===== src/rtl/st_arb_pkg.sv =====
// Shared types and the round-robin pick helper for the packet arbiter slice.
package st_arb_pkg;

    typedef enum logic {
        IDLE = 1'b0,
        BUSY = 1'b1
    } state_t;

    localparam int NUM_SRC_MAX = 4;

    // Returns a one-hot grant for the first requester at or after ptr, wrapping at n.
    function automatic logic [NUM_SRC_MAX-1:0] rr_pick(
        input logic [NUM_SRC_MAX-1:0] req,
        input logic [1:0]             ptr,
        input int                     n
    );
        logic [NUM_SRC_MAX-1:0] gnt;
        logic                   found;
        int                     idx;
        gnt   = '0;
        found = 1'b0;
        for (int k = 0; k < NUM_SRC_MAX; k++) begin
            if (k < n) begin
                idx = int'(ptr) + k;
                if (idx >= n) idx = idx - n;
                if (!found && req[idx[1:0]]) begin
                    gnt[idx[1:0]] = 1'b1;
                    found         = 1'b1;
                end
            end
        end
        return gnt;
    endfunction

endpackage


===== src/rtl/st_rr_pick.sv =====
// Combinational round-robin picker: (req, pointer) -> one-hot grant.
module st_rr_pick
    import st_arb_pkg::*;
#(
    parameter int NUM_SRC = 2
) (
    input  logic [NUM_SRC-1:0]         req,
    input  logic [$clog2(NUM_SRC)-1:0] ptr,
    output logic [NUM_SRC-1:0]         grant
);

    assign grant = NUM_SRC'(rr_pick(NUM_SRC_MAX'(req), 2'(ptr), NUM_SRC));

endmodule


===== src/rtl/st_packet_rr_arbiter.sv =====
// Packet-locked round-robin arbiter sharing one Avalon-ST sink between NUM_SRC sources.
// Optional ST_ARB_CHANNEL_EN adds out_channel carrying the granted source index.
module st_packet_rr_arbiter
    import st_arb_pkg::*;
#(
    parameter int NUM_SRC = 2,
    parameter int DATA_W  = 32,
    parameter int EMPTY_W = 2
) (
    input  logic                         clk,
    input  logic                         reset_n,
    input  logic [NUM_SRC-1:0]           in_valid,
    output logic [NUM_SRC-1:0]           in_ready,
    input  logic [NUM_SRC*DATA_W-1:0]    in_data,
    input  logic [NUM_SRC-1:0]           in_sop,
    input  logic [NUM_SRC-1:0]           in_eop,
    input  logic [NUM_SRC*EMPTY_W-1:0]   in_empty,
    output logic                         out_valid,
    input  logic                         out_ready,
    output logic [DATA_W-1:0]            out_data,
    output logic                         out_sop,
    output logic                         out_eop,
    output logic [EMPTY_W-1:0]           out_empty,
`ifdef ST_ARB_CHANNEL_EN
    output logic [$clog2(NUM_SRC)-1:0]   out_channel,
`endif
    output logic [NUM_SRC-1:0]           grant,
    output logic                         sop_err
);

    localparam int PTR_W = $clog2(NUM_SRC);

    state_t               state, state_next;
    logic [NUM_SRC-1:0]   grant_next, pick;
    logic [PTR_W-1:0]     ptr, ptr_next, idx, idx_next, pick_idx;
    logic                 first_beat, first_next;
    logic                 adv, accept;
    logic [DATA_W-1:0]    sel_data;
    logic                 sel_sop, sel_eop;
    logic [EMPTY_W-1:0]   sel_empty;

    st_rr_pick #(.NUM_SRC(NUM_SRC)) u_pick (
        .req   (in_valid),
        .ptr   (ptr),
        .grant (pick)
    );

    assign adv       = out_ready | ~out_valid;
    assign sel_data  = in_data[idx*DATA_W +: DATA_W];
    assign sel_sop   = in_sop[idx];
    assign sel_eop   = in_eop[idx];
    assign sel_empty = in_empty[idx*EMPTY_W +: EMPTY_W];
    assign accept    = (state == BUSY) & adv & in_valid[idx];
    assign in_ready  = (state == BUSY && adv) ? grant : '0;

    always_comb begin
        pick_idx = '0;
        for (int i = 0; i < NUM_SRC; i++) begin
            if (pick[i]) pick_idx = PTR_W'(i);
        end
    end

    // Grant is taken in IDLE and only released by an accepted end-of-packet beat.
    always_comb begin
        state_next = state;
        grant_next = grant;
        ptr_next   = ptr;
        idx_next   = idx;
        first_next = first_beat;
        case (state)
            IDLE: begin
                if (|in_valid) begin
                    state_next = BUSY;
                    grant_next = pick;
                    idx_next   = pick_idx;
                    first_next = 1'b1;
                end
            end
            BUSY: begin
                if (accept) begin
                    first_next = 1'b0;
                    if (sel_eop) begin
                        state_next = IDLE;
                        grant_next = '0;
                        ptr_next   = (idx == PTR_W'(NUM_SRC-1)) ? '0 : idx + 1'b1;
                    end
                end
            end
            default: state_next = IDLE;
        endcase
    end

    always_ff @(posedge clk or negedge reset_n) begin
        if (!reset_n) begin
            state      <= IDLE;
            grant      <= '0;
            ptr        <= '0;
            idx        <= '0;
            first_beat <= 1'b0;
        end else begin
            state      <= state_next;
            grant      <= grant_next;
            ptr        <= ptr_next;
            idx        <= idx_next;
            first_beat <= first_next;
        end
    end

    always_ff @(posedge clk or negedge reset_n) begin
        if (!reset_n) begin
            out_valid   <= 1'b0;
            out_data    <= '0;
            out_sop     <= 1'b0;
            out_eop     <= 1'b0;
            out_empty   <= '0;
`ifdef ST_ARB_CHANNEL_EN
            out_channel <= '0;
`endif
            sop_err     <= 1'b0;
        end else begin
            if (adv) begin
                out_valid <= accept;
                if (accept) begin
                    out_data    <= sel_data;
                    out_sop     <= sel_sop;
                    out_eop     <= sel_eop;
                    out_empty   <= sel_empty;
`ifdef ST_ARB_CHANNEL_EN
                    out_channel <= idx;
`endif
                end
            end
            if (accept && first_beat && !sel_sop) sop_err <= 1'b1;
        end
    end

endmodule


===== config.mk =====
export PLATFORM = sky130hd
export DESIGN_NAME = st_packet_rr_arbiter
export DESIGN_NICKNAME = d
export VERILOG_FILES = /design/src/rtl/st_arb_pkg.sv /design/src/rtl/st_rr_pick.sv /design/src/rtl/st_packet_rr_arbiter.sv
export SDC_FILE = /design/constraint.sdc
export NUM_CORES = 1
export LEC_CHECK = 0
export ABC_AREA = 1
export CORE_MARGIN = 10
export CORE_UTILIZATION = 36
export DETAILED_ROUTE_END_ITERATION = 10
export PLACE_DENSITY = 0.77
export SYNTH_ARGS = -nofsm -noshare
export SYNTH_HDL_FRONTEND = slang
export SYNTH_SLANG_ARGS = --single-unit

===== constraint.sdc =====
create_clock -name clk -period 1.2 [get_ports clk]
set_clock_uncertainty 0.2 [all_clocks]
set_input_delay 0.24 -clock clk [delete_from_list [all_inputs] [get_ports clk]]
set_output_delay 0.24 -clock clk [all_outputs]
set_load 0.05 [all_outputs]

==> summary.md <==
| Metric | Value |
|---|---|
| Status | `complete, but fails checks` |
| Failing checks | `negative setup slack` |
| Cell Pwr Density | `around 3100 mW/mm^2` |
| DR vias | `2302` |
| Flop-to-flop setup slack | `-440 ps` |
| CTS Sinks | `between 40 and 50` |
| Fin nets | `499` |
| Synth Instances | `243` |
| Largest net degree at the start of global routing | `45` |
| Post-synth top cells | `56 x nand2_1, 44 x dfrtp_1, 35 x o21ai_0` |
| Reg clk slew, reported paths | `~80 ps` |
| Hpwl dp | `about 5.4 mm` |
| Reg2reg start | `out_valid` |
| Rows | `29` |
| DRC | `0` |
| CTS Buffer Depth | `2` |
| GRT Resource Usage Total | `0.1409` |
| Ys Warns | `0` |
| Final Hold Fails | `0` |
| Inserted Clock Buffers | `5` |
| Synth top area share | `0.4783` |
| Synth area leader | `dfrtp_1` |
| I/O Pins | `approximately 120` |
| Final wirelength | `between 7 and 8 mm` |
| Tmin final | `about 1700 ps` |
| Sequential area share after synthesis | `0.4783` |
| Synth cell types | `21` |
| Hold path startpoint | `out_ready` |
| Placement Setup Slack | `-642.9 ps` |
| Met2 usage | `0.2628` |
| Worst min path class | `input port to flip-flop` |
| Worst path required time | `760 ps` |
| Clk Latency, worst-skew pair | `roughly 290 ps` |
| Primary FF master, synth | `dfrtp_1` |
| Startpoint Class | `flip-flop` |
| Met1 usage in global routing | `0.1427` |
| First-pass GRT wire length | `between 10 and 15 mm` |
| Critical Path, Cell by Cell | `a21oi_4, inv_2, nor2_4, buf_12` |
| Placed Cells | `approximately 440` |
| Congestion Overflow GR | `0` |
| RSZ-0062 raised after global routing | `yes` |
| Initial Util | `0.3668` |
| Drt pass-1 iters | `4` |
| Final antenna diode count | `0` |
| Post-synth net total | `320` |
| Largest fanout on the critical path | `2` |
| Layout area overhead | `110.5%` |
| Drt via density | `roughly 4.6` |
| Slowest stage delay, CP | `about 430 ps` |
| Max VDD drop | `between 2 and 2.5 mV` |
| WS Path Type | `flip-flop to primary output` |
| Wire length per cell | `approximately 16 um` |
| CTS tree | `built` |
| Total chip power | `about 15 mW` |
| Max Clk Rate | `~590 MHz` |
| GRT busiest layer | `met2` |
| Worst slew pin tran | `around 320 ps` |
| Cell Area, Synth | `between 0.002 and 0.0025 sq mm` |
| CP arrival | `~1200 ps` |
| Setup TNS | `-21190 ps` |
| Cell Count, Final, Fillers Out | `500` |
| Max Slew Vio Count | `0` |
| Slowest cell on the critical path | `dfrtp_2` |
| Relative slew slack | `0.7856` |
| Layout cells sized above 1 | `0.5035` |
| Core Area | `0.006277 sq mm` |
| GPL Wtd Cong | `between 0.7 and 0.8` |
| CTS root buf | `clkbuf_8` |
| Leakage | `2.187 nW` |
| Synth area leaders | `dfrtp_1 48%, o21ai_2 12%, nand2_1 9.1%` |
| Final Setup Violations | `85` |
| PortBufs | `approximately 120` |
| H-tree levels | `2` |
| Yosys reg bits | `44` |
| Ys async rst share | `1.000` |
| Critical path capture point type | `primary output` |
| Vias in the first global route | `approximately 2300` |
| Max-Cap Viols | `0` |
| Setup ws final | `-481.3 ps` |
| Die height | `99.97 um` |
| Initial antenna violation count | `0` |
| Post-layout util | `0.7720` |
| EDFF count, synth | `0` |
| Chip width | `around 100 um` |
| Syn avg cell area | `between 9 and 10 sq um` |
| Top-count cell post-synth | `nand2_1` |
| Period Utilization, post-route | `1.401` |
| DR iter-0 viols | `40` |
| Die area | `around 0.010 sq mm` |
| Antenna viol nets, final | `0` |
| GR Util met3 | `0.05288` |
| CP Launch Point | `out_valid` |
[flip-flops by register name (all words and copies together) (netlist names)]
name	cells
state	1
out_eop	1
sop_err	1
ptr	1
first_beat	1
grant	2
out_sop	1
out_valid	1
out_empty	2
out_data	32
idx	1
[area by class of cell]
cell class,count,area [sq um]
Timing Repair Buffer,184,2340
Fill cell,412,1431
Multi-Input combinational cell,177,1176
Sequential cell,44,1104
Tap cell,77,96.34
Clock buffer,6,82.58
Inverter,10,37.54
Clock inverter,2,10.01
[worst paths after layout]
kind | end | cells after the start
max | in_ready[1] | 4
min | out_valid | 4
max reg2reg | out_data[12] | 8
min reg2reg | sop_err | 2
max in group asynchronous | out_data[6] | 3
min in group asynchronous | state | 3
[worst max-delay path, delay by kind of cell (launching register included)]
kind | cells | cell delay (ps)
and+or+nand+nor | 1 | 140
DFF | 1 | 430
AOI/OAI and AO/OA | 1 | 150
buffers and inverters | 2 | 230
[through the flow]
step | hold slack, ps | area (sq um)
CTS | 251.6 | 4498
floorplan | -255.6 | 2407
global route | 62.85 | 4846
finish | 32.06 | 4846
global placement | 35.78 | 4093
detailed placement | 33.50 | 4093
[placed cells by master, fill, tap and decap left out, drive strengths merged]
cell type,instances
buf,102
clkdlybuf4s50,72
o21ai,70
nand2,61
dfrtp,44
or2,35
clkbuf,12
inv,10
nor2,5
nand3,4
clkinv,2
dlygate4sd2,2
a21oi,1
o211ai,1
dlygate4sd3,1
dlymetal6s2s,1
[cell families (layout without fill, tap and decap cells)]
| group | Yosys count | after routing | synth area share |
|---|---|---|---|
| flip-flops | 44 | 44 | 0.4783 |
| buffers and inverters | 24 | 202 | 0.08315 |
| AND/OR/NAND/NOR | 103 | 105 | 0.2239 |
| AO/OA/AOI/OAI | 72 | 72 | 0.2147 |
[power by group]
group,switching (mW),internal (mW),total [mW]
Sequential,0.743,2.22,2.96
Combinational,5.38,5.70,11.1
Clock,0.502,0.460,0.962
Total,6.62,8.38,15.0
[layer usage]
layer	part of all wire	vias up
met5	0	-
met4	0.0094	0
met3	0.067	8
met2	0.55	64
met1	0.37	1076
li1	-	1154
[what timing repair did]
| action | CTS | global route |
|---|---|---|
| endpoints found under the hold margin | 44 | 0 |
| setup endpoints to repair | 86 | 85 |
| pin swaps | 3 | 3 |
| setup buffers | 32 | 10 |
| cloned | 1 | 10 |
| hold buffers | 1 | 0 |
| gates resized for setup | 13 | 16 |
Power figures use the tool's default switching activity.
